===== config.mk =====
export PLATFORM = sky130hd
export DESIGN_NAME = prog_loader_flat
export DESIGN_NICKNAME = d
export VERILOG_FILES = /design/src/rtl/prog_loader_if.sv /design/src/rtl/prog_loader.sv /design/src/flat_wrapper.sv
export SDC_FILE = /design/constraint.sdc
export NUM_CORES = 1
export LEC_CHECK = 0
export ABC_AREA = 1
export CAP_MARGIN = 20
export CORE_MARGIN = 4
export CORE_UTILIZATION = 45
export DETAILED_ROUTE_END_ITERATION = 12
export PLACE_DENSITY_LB_ADDON = 0.05
export SYNTH_ARGS = -nofsm -noshare
export SYNTH_HDL_FRONTEND = slang
export SYNTH_SLANG_ARGS = --single-unit

===== constraint.sdc =====
create_clock -name clk -period 4 [get_ports clk]
set_clock_uncertainty 0.15 [all_clocks]
set_input_delay 0.4 -clock clk [delete_from_list [all_inputs] [get_ports clk]]
set_output_delay 0.4 -clock clk [all_outputs]
set_load 0.03 [all_outputs]

===== src/rtl/prog_loader_if.sv =====
// Host-side word stream into the program loader: valid/ready handshake with a
// 32-bit instruction word and an end-of-program marker.
interface prog_loader_if;
    logic        host_valid;
    logic [31:0] host_data;
    logic        host_last;
    logic        host_ready;

    modport master (output host_valid, output host_data, output host_last, input host_ready);
    modport slave  (input host_valid, input host_data, input host_last, output host_ready);
endinterface


===== src/rtl/prog_loader.sv =====
// Boot loader: streams host words into the CPU instruction memory, holds the CPU
// in reset while loading, then releases it. Optional macro: LOADER_CHECKSUM_EN.
module prog_loader #(
    parameter int DEPTH     = 64,
    parameter int AW        = 6,
    parameter int BOOT_HOLD = 4
) (
    input  logic              clk,
    input  logic              rst,
    input  logic              start,
    prog_loader_if.slave      host,
    output logic              imw,
    output logic [31:0]       itw,
    output logic [AW-1:0]     iaddr,
    output logic              cnt,
    output logic              cpu_rst,
    output logic              cpu_enable,
    output logic              busy,
    output logic              done,
    output logic              err,
    output logic [AW:0]       words_loaded
);

    localparam logic [AW:0] DEPTH_C     = (AW+1)'(DEPTH);
    localparam logic [AW:0] ONE_C       = (AW+1)'(32'd1);
    localparam logic [7:0]  HOLD_INIT_C = 8'(BOOT_HOLD - 1);

    typedef enum logic [2:0] {
        ST_IDLE  = 3'd0,
        ST_LOAD  = 3'd1,
        ST_HOLD  = 3'd2,
        ST_RUN   = 3'd3,
        ST_ERROR = 3'd4
    } state_t;

    state_t          state_r;
    logic            host_ready_r;
    logic            imw_r;
    logic [31:0]     itw_r;
    logic [AW-1:0]   iaddr_r;
    logic [AW:0]     ptr_r;
    logic [7:0]      hold_cnt_r;
    logic            cpu_rst_r;
    logic            cpu_enable_r;
    logic            busy_r;
    logic            done_r;
    logic            err_r;
    logic            hs_s;
    logic            full_s;
    logic [AW:0]     ptr_nxt_s;
`ifdef LOADER_CHECKSUM_EN
    logic [31:0]     sum_r;
    logic            csum_ok_s;
`endif

    // Handshake detect and pointer look-ahead
    always_comb begin
        hs_s      = 1'b0;
        ptr_nxt_s = ptr_r + ONE_C;
        full_s    = 1'b0;
        if (state_r == ST_LOAD) begin
            hs_s = host.host_valid & host_ready_r;
        end else begin
            hs_s = 1'b0;
        end
        // The write about to issue is the last slot in memory
        full_s = (ptr_nxt_s >= DEPTH_C);
`ifdef LOADER_CHECKSUM_EN
        csum_ok_s = (sum_r == host.host_data);
`endif
    end

    // Loader state machine with registered outputs
    always_ff @(posedge clk) begin
        if (rst) begin
            state_r      <= ST_IDLE;
            host_ready_r <= 1'b0;
            imw_r        <= 1'b0;
            itw_r        <= 32'h0000_0000;
            iaddr_r      <= '0;
            ptr_r        <= '0;
            hold_cnt_r   <= 8'd0;
            cpu_rst_r    <= 1'b1;
            cpu_enable_r <= 1'b0;
            busy_r       <= 1'b0;
            done_r       <= 1'b0;
            err_r        <= 1'b0;
`ifdef LOADER_CHECKSUM_EN
            sum_r        <= 32'h0000_0000;
`endif
        end else begin
            imw_r <= 1'b0;
            case (state_r)
                ST_IDLE, ST_RUN, ST_ERROR: begin
                    if (start) begin
                        state_r      <= ST_LOAD;
                        ptr_r        <= '0;
                        host_ready_r <= 1'b1;
                        cpu_rst_r    <= 1'b1;
                        cpu_enable_r <= 1'b0;
                        busy_r       <= 1'b1;
                        done_r       <= 1'b0;
                        err_r        <= 1'b0;
`ifdef LOADER_CHECKSUM_EN
                        sum_r        <= 32'h0000_0000;
`endif
                    end
                end
                ST_LOAD: begin
                    if (hs_s) begin
`ifdef LOADER_CHECKSUM_EN
                        if (host.host_last) begin
                            // Checksum word: compared, never written
                            host_ready_r <= 1'b0;
                            if (csum_ok_s) begin
                                state_r    <= ST_HOLD;
                                hold_cnt_r <= HOLD_INIT_C;
                            end else begin
                                state_r <= ST_ERROR;
                                err_r   <= 1'b1;
                                busy_r  <= 1'b0;
                            end
                        end else begin
                            imw_r   <= 1'b1;
                            itw_r   <= host.host_data;
                            iaddr_r <= ptr_r[AW-1:0];
                            ptr_r   <= ptr_nxt_s;
                            sum_r   <= sum_r + host.host_data;
                            if (full_s) begin
                                host_ready_r <= 1'b0;
                                state_r      <= ST_ERROR;
                                err_r        <= 1'b1;
                                busy_r       <= 1'b0;
                            end
                        end
`else
                        imw_r   <= 1'b1;
                        itw_r   <= host.host_data;
                        iaddr_r <= ptr_r[AW-1:0];
                        ptr_r   <= ptr_nxt_s;
                        if (host.host_last) begin
                            host_ready_r <= 1'b0;
                            state_r      <= ST_HOLD;
                            hold_cnt_r   <= HOLD_INIT_C;
                        end else if (full_s) begin
                            host_ready_r <= 1'b0;
                            state_r      <= ST_ERROR;
                            err_r        <= 1'b1;
                            busy_r       <= 1'b0;
                        end
`endif
                    end
                end
                ST_HOLD: begin
                    if (hold_cnt_r == 8'd0) begin
                        state_r      <= ST_RUN;
                        cpu_rst_r    <= 1'b0;
                        cpu_enable_r <= 1'b1;
                        busy_r       <= 1'b0;
                        done_r       <= 1'b1;
                    end else begin
                        hold_cnt_r <= hold_cnt_r - 8'd1;
                    end
                end
                default: begin
                    state_r <= ST_IDLE;
                end
            endcase
        end
    end

    assign host.host_ready = host_ready_r;
    assign imw             = imw_r;
    assign cnt             = imw_r;
    assign itw             = itw_r;
    assign iaddr           = iaddr_r;
    assign cpu_rst         = cpu_rst_r;
    assign cpu_enable      = cpu_enable_r;
    assign busy            = busy_r;
    assign done            = done_r;
    assign err             = err_r;
    assign words_loaded    = ptr_r;

endmodule


===== src/flat_wrapper.sv =====
// flat-port wrapper written by rule: the top's interface ports become plain ports
module prog_loader_flat 
#(
    parameter int DEPTH     = 64,
    parameter int AW        = 6,
    parameter int BOOT_HOLD = 4
)
  (clk, rst, start, imw, itw, iaddr, cnt, cpu_rst, cpu_enable, busy, done, err, words_loaded, host_host_valid, host_host_data, host_host_last, host_host_ready);
  prog_loader_if host_i ();
  input  logic clk;
  input  logic rst;
  input  logic start;
  output logic imw;
  output logic [31:0] itw;
  output logic [AW-1:0] iaddr;
  output logic cnt;
  output logic cpu_rst;
  output logic cpu_enable;
  output logic busy;
  output logic done;
  output logic err;
  output logic [AW:0] words_loaded;
  input wire logic [$bits(host_i.host_valid)-1:0] host_host_valid;
  input wire logic [$bits(host_i.host_data)-1:0] host_host_data;
  input wire logic [$bits(host_i.host_last)-1:0] host_host_last;
  output wire logic [$bits(host_i.host_ready)-1:0] host_host_ready;
  assign host_i.host_valid = host_host_valid;
  assign host_i.host_data = host_host_data;
  assign host_i.host_last = host_host_last;
  assign host_host_ready = host_i.host_ready;
  prog_loader #(.DEPTH(DEPTH), .AW(AW), .BOOT_HOLD(BOOT_HOLD)) u_core (.clk(clk), .rst(rst), .start(start), .host(host_i), .imw(imw), .itw(itw), .iaddr(iaddr), .cnt(cnt), .cpu_rst(cpu_rst), .cpu_enable(cpu_enable), .busy(busy), .done(done), .err(err), .words_loaded(words_loaded));
endmodule

==> impl_results.md <==
* Site Rows at 27
* H-tree depth at 3
* Syn avg cell area at 7.51 µm²
* Top-Level Pins at 90
* Multi-input logic area at 1260 µm²
* RSZ-0062 raised after global routing: false
* Antenna Cells at 0
* DP HPWL at 4.74 mm
* WL final at 6.73 mm
* Area of the mapped netlist at 2700 µm²
* Number of detailed-route iterations in the first pass at 6
* Layout cells sized above 1 at 10.9%
* Top_reg_cell synth: dfxtp_1
* Resized cells post-CTS at 0
* P_leak at 1.57 nW
* Post-CTS Setup Inserts at 0
* Largest net degree at the start of global routing at 40
* Initial antenna violation count at 0
* CTS tree: built
* Yosys top cell area share at 46.1%
* Synth warn at 0
* Max-Cap Viols at 0
* Hold_buf cts at 0
* Routed length on met3 at 533 µm
* Startpoint types: flip-flop
* Synth area leader: dfxtp_1
* VDD IR max at 0.343 mV
* DRC Markers at 0
* Flop and latch count out of synthesis at 62
* Area delta synth->final at 39.5%
* Final Hold Viols at 0
* Critical path class: reg -> reg
* Global-route wire length before repair at 11.3 mm
* FF/Latch Area at 1240 µm²
* Worst-margin pin slew at 689 ps
* Via density at 4.90
* Required @ worst endpoint at 4070 ps
* Fraction of registers with async set/reset at 0%
* Switching power total at 0.608 mW
* Clk sinks at 62
* Die width at 85.4 µm
* Final Core Density at 66.6%
* Slew HR at 53.9%
* Worst-path clk slew at 70 ps
* Part of the power in registers at 41.7%
* 1st-iter DRT viols at 128
* Most frequent cells in the layout: nor2_1 (92), clkdlybuf4s50_1 (89), dfxtp_1 (62)
* Critical Path Sink Type: flip-flop
* EDFF count, synth at 0
* Post-Syn Nets at 399
* Vias in the first global route at 2529
* CTS root buf: clkbuf_8
* Commonest non-fill, non-tap cell in the layout: nor2_1
* Outcome: finished clean
* Overall Global Routing Usage at 19.3%
* Comb power frac at 31.7%
* Fill cells at 499
* Port bufs at 89
* Post-route ant nets at 0
* Internal at 1.10 mW
* Core Box Area at 5640 µm²
* Setup Total Neg Slack at 0 ps
* Vias at 2551
* Post-synthesis sequential area ratio at 46.1%
* CTS Buf Count at 9
* Met1 WL at 2.94 mm
* GPL Wtd Cong at 0.809
* Synth top area cells: dfxtp_1 (46%), nor2_1 (13%), o21ai_0 (7.4%)
* Pwr/cell area at 453 nW/µm²
* Clock Latency Late Sink at 340 ps
* Final period utilization at 60.1%
* Gr ovfl total at 0
* Clock power share at 26.5%
* Die Span Y at 85.4 µm
* Die area at 7290 µm²
* Arrival time worst endpoint at 2480 ps
* Wire per inst at 12.9 µm
* Setup violations, final at 0
* Max Buffers Root-to-Sink at 2
* Initial Utilization at 47.8%
* Critical-path maximum fanout at 37
* Met2 WL at 3.19 mm
* FMAX at 416 MHz
* Switching share of total power at 35.7%
* Final net count at 485
* Highest metal used: met4
* Final max-slew violation count at 0
* Mapped Cells at 359
* Minimum clock period at 2400 ps
* Hold/Removal Path Class: reg -> reg
* Distinct cells, synth at 34
-- worst max-delay path: stages, from the launching register on --
cell and delay, ps:
dfxtp_1 420, nand2_2 90, nor2_2 430, inv_2 140, nor2_4 400, inv_2 380, nor2_1 190, nor2_1 70
-- kinds of logic after synthesis --
kind of cell | share of synthesized area [%]
and+or+nand+nor | 30.0
AOI/OAI and AO/OA | 13.7
buffers and inverters | 7.24
adders and majority gates | 1.39
DFF | 46.1
xor gates and xnor gates | 1.63
-- final cells by class --
cell class                      instances  area share, %
Sequential cell                        62           33.0
Clock inverter                          5          0.732
Tap cell                               72           2.40
Inverter                               26           2.86
Multi-Input combinational cell        255           33.5
Timing Repair Buffer                   91           24.1
Clock buffer                           10           3.40
-- power groups by stage --
stage	logic, mW	clock network, mW	registers (mW)
3_5_place_dp	0.542	0	0.723
5_1_grt	0.595	0.496	0.718
3_3_place_gp	0.534	0	0.721
2_1_floorplan	0.300	0	0.794
4_1_cts	0.545	0.460	0.710
6_report	0.541	0.452	0.711
-- per-layer routing --
metal | global-route usage (%) | vias up
li1 | - | 1316
met1 | 21.4 | 1158
met2 | 32.3 | 69
met3 | 10.3 | 8
met4 | 4.75 | 0
met5 | 0 | -
-- through the flow --
stage / setup slack (ps) / instances / cell area [µm²] / power, mW / hold slack, ps
after floorplan: 2210 / 359 / 2700 / 1.09 / 308
after global placement: 1570 / 506 / 3600 / 1.26 / 290
after detailed placement: 1500 / 506 / 3600 / 1.26 / 299
after CTS: 1580 / 521 / 3760 / 1.72 / 318
after global routing: 1390 / 521 / 3760 / 1.81 / 355
final: 1600 / 521 / 3760 / 1.70 / 317
-- path summary, 6_finish.rpt --
kind	slack [ps]	endpoint	from	depth (start not counted)
hold reg to reg	320	u_core.cpu_rst	u_core.cpu_rst	2
hold / removal	320	u_core.cpu_rst	u_core.cpu_rst	2
setup / recovery	1600	u_core.itw[17]	u_core.state_r[0]	7
setup reg to reg	1600	u_core.itw[17]	u_core.state_r[0]	7
-- sequential cells by signal, indices dropped and copies added (netlist names) --
name	cells
u_core.cnt	1
u_core.iaddr	6
u_core.host.host_ready	1
u_core.words_loaded	7
u_core.done	1
u_core.cpu_rst	1
u_core.err	1
u_core.state_r	3
u_core.hold_cnt_r	8
u_core.itw	32
u_core.busy	1
-- synth_stat cells, types with 2 or more instances --
| cell type | number |
|---|---|
| inv_1 | 17 |
| clkbuf_1 | 3 |
| inv_4 | 2 |
| a21oi_2 | 2 |
| nand2_2 | 7 |
| nor3_1 | 2 |
| nor2_2 | 5 |
| xnor2_1 | 2 |
| nor2_1 | 92 |
| o21ai_0 | 40 |
| buf_4 | 2 |
| nand2_1 | 48 |
| dfxtp_1 | 62 |
| a21oi_1 | 19 |
| inv_2 | 5 |
| nand2_4 | 2 |
| o21ai_1 | 5 |
| nand3_2 | 3 |
| nor2_4 | 2 |
| nand3_4 | 2 |
| buf_2 | 9 |
| ha_1 | 3 |
| nand3_1 | 12 |
| xor2_1 | 3 |
Power figures use the tool's default switching activity.
